**src/rtl/output_sram_arbiter.sv**
```systemverilog
// Round-robin arbiter in front of the output SRAM write port: grants one bank,
// takes its feature-vector burst and writes each beat at node_id*WORDS_PER_NODE + k.
module output_sram_arbiter #(
  parameter int NUM_BANKS      = 4,
  parameter int DATA_W         = 16,
  parameter int NODE_ID_W      = 10,
  parameter int WORDS_PER_NODE = 4,
  parameter int ADDR_W         = 12
) (
  input  logic                          clk,
  input  logic                          reset,
  input  logic [NUM_BANKS-1:0]          bank_req,
  input  logic [NUM_BANKS-1:0]          bank_grant_valid,
  input  logic [NUM_BANKS-1:0]          bank_sos,
  input  logic [NUM_BANKS-1:0]          bank_eos,
  input  logic [NUM_BANKS*DATA_W-1:0]   bank_data,
  input  logic [NUM_BANKS*NODE_ID_W-1:0] bank_node_id,
  output logic [NUM_BANKS-1:0]          req_grant,
  output logic                          sram_wen,
  output logic [ADDR_W-1:0]             sram_addr,
  output logic [DATA_W-1:0]             sram_wdata,
  output logic                          busy,
  output logic                          overflow_err
);

  localparam int BANK_W = (NUM_BANKS > 1) ? $clog2(NUM_BANKS) : 1;
  localparam int WPN_W  = $clog2(WORDS_PER_NODE);
  localparam logic [WPN_W:0] WPN_CNT = (WPN_W+1)'(WORDS_PER_NODE);

  typedef enum logic [1:0] {
    IDLE   = 2'd0,
    GRANT  = 2'd1,
    STREAM = 2'd2
  } state_t;

  state_t               state, state_next;
  logic [BANK_W-1:0]    rr_ptr, winner, pick;
  logic                 pick_found;
  logic [WPN_W:0]       beat_idx, beat_k;
  logic [NODE_ID_W-1:0] node_lat, beat_node;
  logic [ADDR_W-1:0]    beat_addr;
  logic [NUM_BANKS-1:0] grant_next;
  logic                 accept, leave;
  logic                 sel_req, sel_valid, sel_sos, sel_eos;
  logic [DATA_W-1:0]    sel_data;
  logic [NODE_ID_W-1:0] sel_node;

  // First requester at or after rr_ptr, wrapping around the bank list.
  always_comb begin
    int idx;
    pick_found = 1'b0;
    pick       = '0;
    for (int i = 0; i < NUM_BANKS; i++) begin
      idx = int'(rr_ptr) + i;
      if (idx >= NUM_BANKS) idx = idx - NUM_BANKS;
      if (!pick_found && bank_req[BANK_W'(idx)]) begin
        pick_found = 1'b1;
        pick       = BANK_W'(idx);
      end
    end
  end

  always_comb begin
    sel_req   = 1'b0;
    sel_valid = 1'b0;
    sel_sos   = 1'b0;
    sel_eos   = 1'b0;
    sel_data  = '0;
    sel_node  = '0;
    for (int i = 0; i < NUM_BANKS; i++) begin
      if (winner == BANK_W'(i)) begin
        sel_req   = bank_req[i];
        sel_valid = bank_grant_valid[i];
        sel_sos   = bank_sos[i];
        sel_eos   = bank_eos[i];
        sel_data  = bank_data[i*DATA_W +: DATA_W];
        sel_node  = bank_node_id[i*NODE_ID_W +: NODE_ID_W];
      end
    end
  end

  // Next-state logic. A beat is accepted when the winner presents valid; in
  // GRANT it must also carry sos, later sos flags are ignored.
  always_comb begin
    state_next = state;
    accept     = 1'b0;
    leave      = 1'b0;
    grant_next = '0;
    case (state)
      IDLE: begin
        if (pick_found) begin
          state_next = GRANT;
          grant_next = NUM_BANKS'(1) << pick;
        end
      end
      GRANT: begin
        grant_next = req_grant;
        if (sel_valid && sel_sos) begin
          accept     = 1'b1;
          grant_next = '0;
          if (sel_eos) begin
            state_next = IDLE;
            leave      = 1'b1;
          end else begin
            state_next = STREAM;
          end
        end else if (!sel_req && !sel_valid) begin
          state_next = IDLE;
          leave      = 1'b1;
          grant_next = '0;
        end
      end
      STREAM: begin
        if (sel_valid) begin
          accept = 1'b1;
          if (sel_eos) begin
            state_next = IDLE;
            leave      = 1'b1;
          end
        end else begin
          state_next = IDLE;
          leave      = 1'b1;
        end
      end
      default: state_next = IDLE;
    endcase
  end

  assign beat_k    = (state == GRANT) ? '0 : beat_idx;
  assign beat_node = (state == GRANT) ? sel_node : node_lat;
  assign beat_addr = (ADDR_W'(beat_node) << WPN_W) | ADDR_W'(beat_k[WPN_W-1:0]);
  assign busy      = (state != IDLE);

  always_ff @(posedge clk) begin
    if (reset) state <= IDLE;
    else       state <= state_next;
  end

  always_ff @(posedge clk) begin
    if (reset) begin
      req_grant    <= '0;
      sram_wen     <= 1'b0;
      sram_addr    <= '0;
      sram_wdata   <= '0;
      overflow_err <= 1'b0;
      rr_ptr       <= '0;
      beat_idx     <= '0;
      winner       <= '0;
      node_lat     <= '0;
    end else begin
      sram_wen  <= 1'b0;
      req_grant <= grant_next;
      if (state == IDLE && pick_found) winner <= pick;
      if (leave) rr_ptr <= (winner == BANK_W'(NUM_BANKS-1)) ? '0 : winner + 1'b1;
      if (accept) begin
        if (state == GRANT) node_lat <= sel_node;
        if (beat_k < WPN_CNT) begin
          sram_wen   <= 1'b1;
          sram_addr  <= beat_addr;
          sram_wdata <= sel_data;
        end else begin
          overflow_err <= 1'b1;
        end
        // Saturating counter: past the node's window every beat keeps overflowing.
        beat_idx <= (beat_k == WPN_CNT) ? beat_k : beat_k + 1'b1;
      end
      if (state_next == IDLE) beat_idx <= '0;
    end
  end

endmodule

```
**config.mk**
```make
export PLATFORM = sky130hd
export DESIGN_NAME = output_sram_arbiter
export DESIGN_NICKNAME = d
export VERILOG_FILES = /design/src/rtl/output_sram_arbiter.sv
export SDC_FILE = /design/constraint.sdc
export NUM_CORES = 1
export LEC_CHECK = 0
export BUFFER_PORTS_ARGS = -buffer_cell sky130_fd_sc_hd__clkbuf_2
export CAP_MARGIN = 20
export CORE_MARGIN = 3
export CORE_UTILIZATION = 45
export CTS_BUF_LIST = sky130_fd_sc_hd__clkbuf_16
export CTS_CLUSTER_DIAMETER = 30
export DETAILED_ROUTE_END_ITERATION = 6
export HOLD_SLACK_MARGIN = 0.05
export PLACE_DENSITY_LB_ADDON = 0.05
export SYNTH_ARGS = -nofsm -noshare
export SYNTH_HDL_FRONTEND = slang
export SYNTH_SLANG_ARGS = --single-unit
```
**constraint.sdc**
```tcl
create_clock -name clk -period 7.32 [get_ports clk]
set_clock_uncertainty 0.1 [all_clocks]
set_input_delay 0.732 -clock clk [delete_from_list [all_inputs] [get_ports clk]]
set_output_delay 0.732 -clock clk [all_outputs]
set_load 0.02 [all_outputs]
```
==> flow_summary.json <==
{
  "outcome": "completed",
  "p_int_w": 0.0005641,
  "cts_made_buffers": 5,
  "postCtsHoldBufs": 0,
  "first_global_vias": 3453,
  "yosysMostFrequentCell": "a21oi_1",
  "gp_congestion": 0.8163,
  "crit_fanout": 48,
  "p_sw_w": 0.0002692,
  "finalNetCount": 713,
  "syn-instance-count": 449,
  "cts_setup_buffers": 0,
  "ys.flop_type": "dfxtp_1",
  "min_period_ns": 3.968,
  "grt_max_degree": 56,
  "grt_pass1_wl_um": 16170,
  "holdCritPathClass": "reg2reg",
  "cts_tree": "done",
  "cp-start-kind": "flop",
  "grt_usage": 0.2282,
  "reg2reg_slack_ns": 3.35,
  "synth_area_um2": 3406,
  "first_pass_iters": 4,
  "initial_core_util": 0.4671,
  "max_freq_mhz": 252.0,
  "num_rows": 31,
  "dieArea_um2": 8648,
  "clockBufferDepth": 2,
  "arrival_ns": 3.99,
  "drv_cap": 0,
  "vias_per_cell": 5.364,
  "period_share": 0.5421,
  "worst_pin_slew_ns": 1.058,
  "syn_area_per_cell_um2": 7.585,
  "insertion_delay_ns": 0.29,
  "setup_viol": 0,
  "slowest_stage": "a31oi_1",
  "final_cells": 681,
  "synth_top_area_share": 0.3115,
  "synth_top_area_cell": "dfxtp_1",
  "peakVddDrop_v": 0.0001176,
  "cpPeakStageDelay_ns": 0.86,
  "antenna_cells": 0,
  "areaGrowthSynthToFinish_pct": 27.48,
  "slew-limit-headroom": 0.2916,
  "ant_nets": 0,
  "path_cells": "ha_2, inv_1, o22a_1, a31oi_1, nor2_1, a21oi_1, a221oi_1",
  "synth_cell_types": 38,
  "num_io_pins": 157,
  "total_power_w": 0.0008333,
  "async_flop_share": 0,
  "synth_edf_count": 0,
  "dp_hpwl_um": 7604,
  "ys_seq_elements": 53,
  "cts_resized": 0,
  "path_clk_slew_ns": 0.07,
  "power_frac_seq": 0.366,
  "p_clk_frac": 0.319,
  "p_leak_nw": 1.859,
  "drc": 0,
  "dpl.cell_count": 673,
  "antenna_found_initial": 0,
  "cts.sinks": 53,
  "critical_path_required_ns": 7.34,
  "yosysSeqAreaShare": 0.3115,
  "netSwitchingFraction": 0.3230,
  "p_per_area_nw_per_um2": 191.9,
  "numPortBuffers": 156,
  "routed_wl_um": 10110,
  "cts-htree-levels": 2,
  "vias": 3653,
  "hold_ws_ns": 0.3531,
  "die_h_um": 93.00,
  "final-hold-violation-count": 0,
  "die_w_um": 93.00,
  "root_buffer": "clkbuf_16",
  "finish.utilization": 0.5954,
  "drv_slew": 0,
  "synth_fp_nets": 581,
  "drt-wirelength-per-cell_um": 14.84,
  "rsz0062_at_grt": "false",
  "drive_above_1_share": 0.3316,
  "drtIter0Drc": 184,
  "core_area_um2": 7292,
  "ys_top_cells_by_count": "72 x a21oi_1, 60 x nor2_1, 53 x dfxtp_1, 53 x nand2_1, 23 x clkbuf_1",
  "power_frac_comb": 0.315,
  "grt_overflow": 0,
  "synth_area_leaders": "dfxtp_1 31%, a21oi_1 11%, nor2_1 6.6%",
  "crit_type": "reg2reg",
  "yosys_warnings": 0,
  "crit_path_end_kind": "flop",
  "tns_ns": 0
}
## cell families after synthesis
logic type               Yosys count  share of synthesized area
flip-flops                        53                     0.3115
AO/OA/AOI/OAI                    144                     0.2884
AND/OR/NAND/NOR                  178                     0.2535
adder cells (fa/ha/maj)           10                    0.03674
multiplexers                      15                    0.04408
buffers and inverters             49                    0.06576
## layer usage
metal,vias to the layer above,track usage,share of wire
met2,103,0.3983,0.49
met4,0,0.06593,0.014
li1,1861,-,-
met3,10,0.04023,0.057
met5,-,0,0
met1,1679,0.2874,0.43
## state kept, by name (all words and copies together), names as in the netlist
name          count
beat_idx          3
node_lat         10
req_grant         4
state             2
sram_addr        12
sram_wen          1
winner            2
overflow_err      1
sram_wdata       16
rr_ptr            2
## path summary, 6_finish.rpt
check,start,to,depth (start not counted)
worst max-delay path,winner[0],beat_idx[2],7
worst min-delay path,req_grant[0],req_grant[0],2
worst max register to register,winner[0],beat_idx[2],7
worst min register to register,req_grant[0],req_grant[0],2
## metrics by stage
| stage | setup slack [ns] | cell area [um2] |
|---|---|---|
| final | 3.352 | 4342 |
| after global routing | 2.966 | 4342 |
| after CTS | 3.364 | 4342 |
| after detailed placement | 3.342 | 4174 |
| after global placement | 3.524 | 4174 |
| after floorplan | 4.891 | 3406 |
## power by group through the flow
stage,Clock (W),Combinational (W),Sequential (W)
final,0.000266,0.000263,0.000305
after detailed placement,0,0.000262,0.000311
after CTS,0.000272,0.000263,0.000305
after global routing,0.000283,0.000294,0.000306
after global placement,0,0.000260,0.000311
after floorplan,0,0.000177,0.000318
## layout make-up
class / count / area (um2)
Fill cell: 730 / 2950
Multi-Input combinational cell: 347 / 2126
Sequential cell: 53 / 1061
Timing Repair Buffer: 160 / 810.8
Clock buffer: 5 / 125.1
Tap cell: 99 / 123.9
Inverter: 14 / 52.55
Clock inverter: 3 / 42.54
## worst max-delay path, delay by kind of cell, from the launching register on
kind            cells  cell delay (ns)
compound gates      4             1.54
fa+ha+maj           1             0.79
buf+inv             1             0.44
flops               1             0.40
simple gates        1             0.52
## cell usage in the layout, fill, tap and decap left out, types with 2 or more instances in the layout
cell and count:
clkbuf_2 156, a21oi_1 72, nor2_1 60, nand2_1 53
dfxtp_1 53, nand3b_1 18, a211oi_2 16, inv_1 15
mux2i_1 15, o21ai_0 15, nand2b_1 13, nand3_1 11
a31oi_1 11, a221o_1 10, ha_1 8, nor2b_1 5
clkbuf_16 5, o31ai_1 4, a221oi_1 4, or3_1 4
buf_4 4, nor3_1 3, o22a_1 3, nor2_2 3
nor4_1 2, o211ai_1 2, nor3_4 2, o22ai_1 2
o21a_1 2, ha_2 2
No activity file was read; power rests on OpenSTA's default activity.
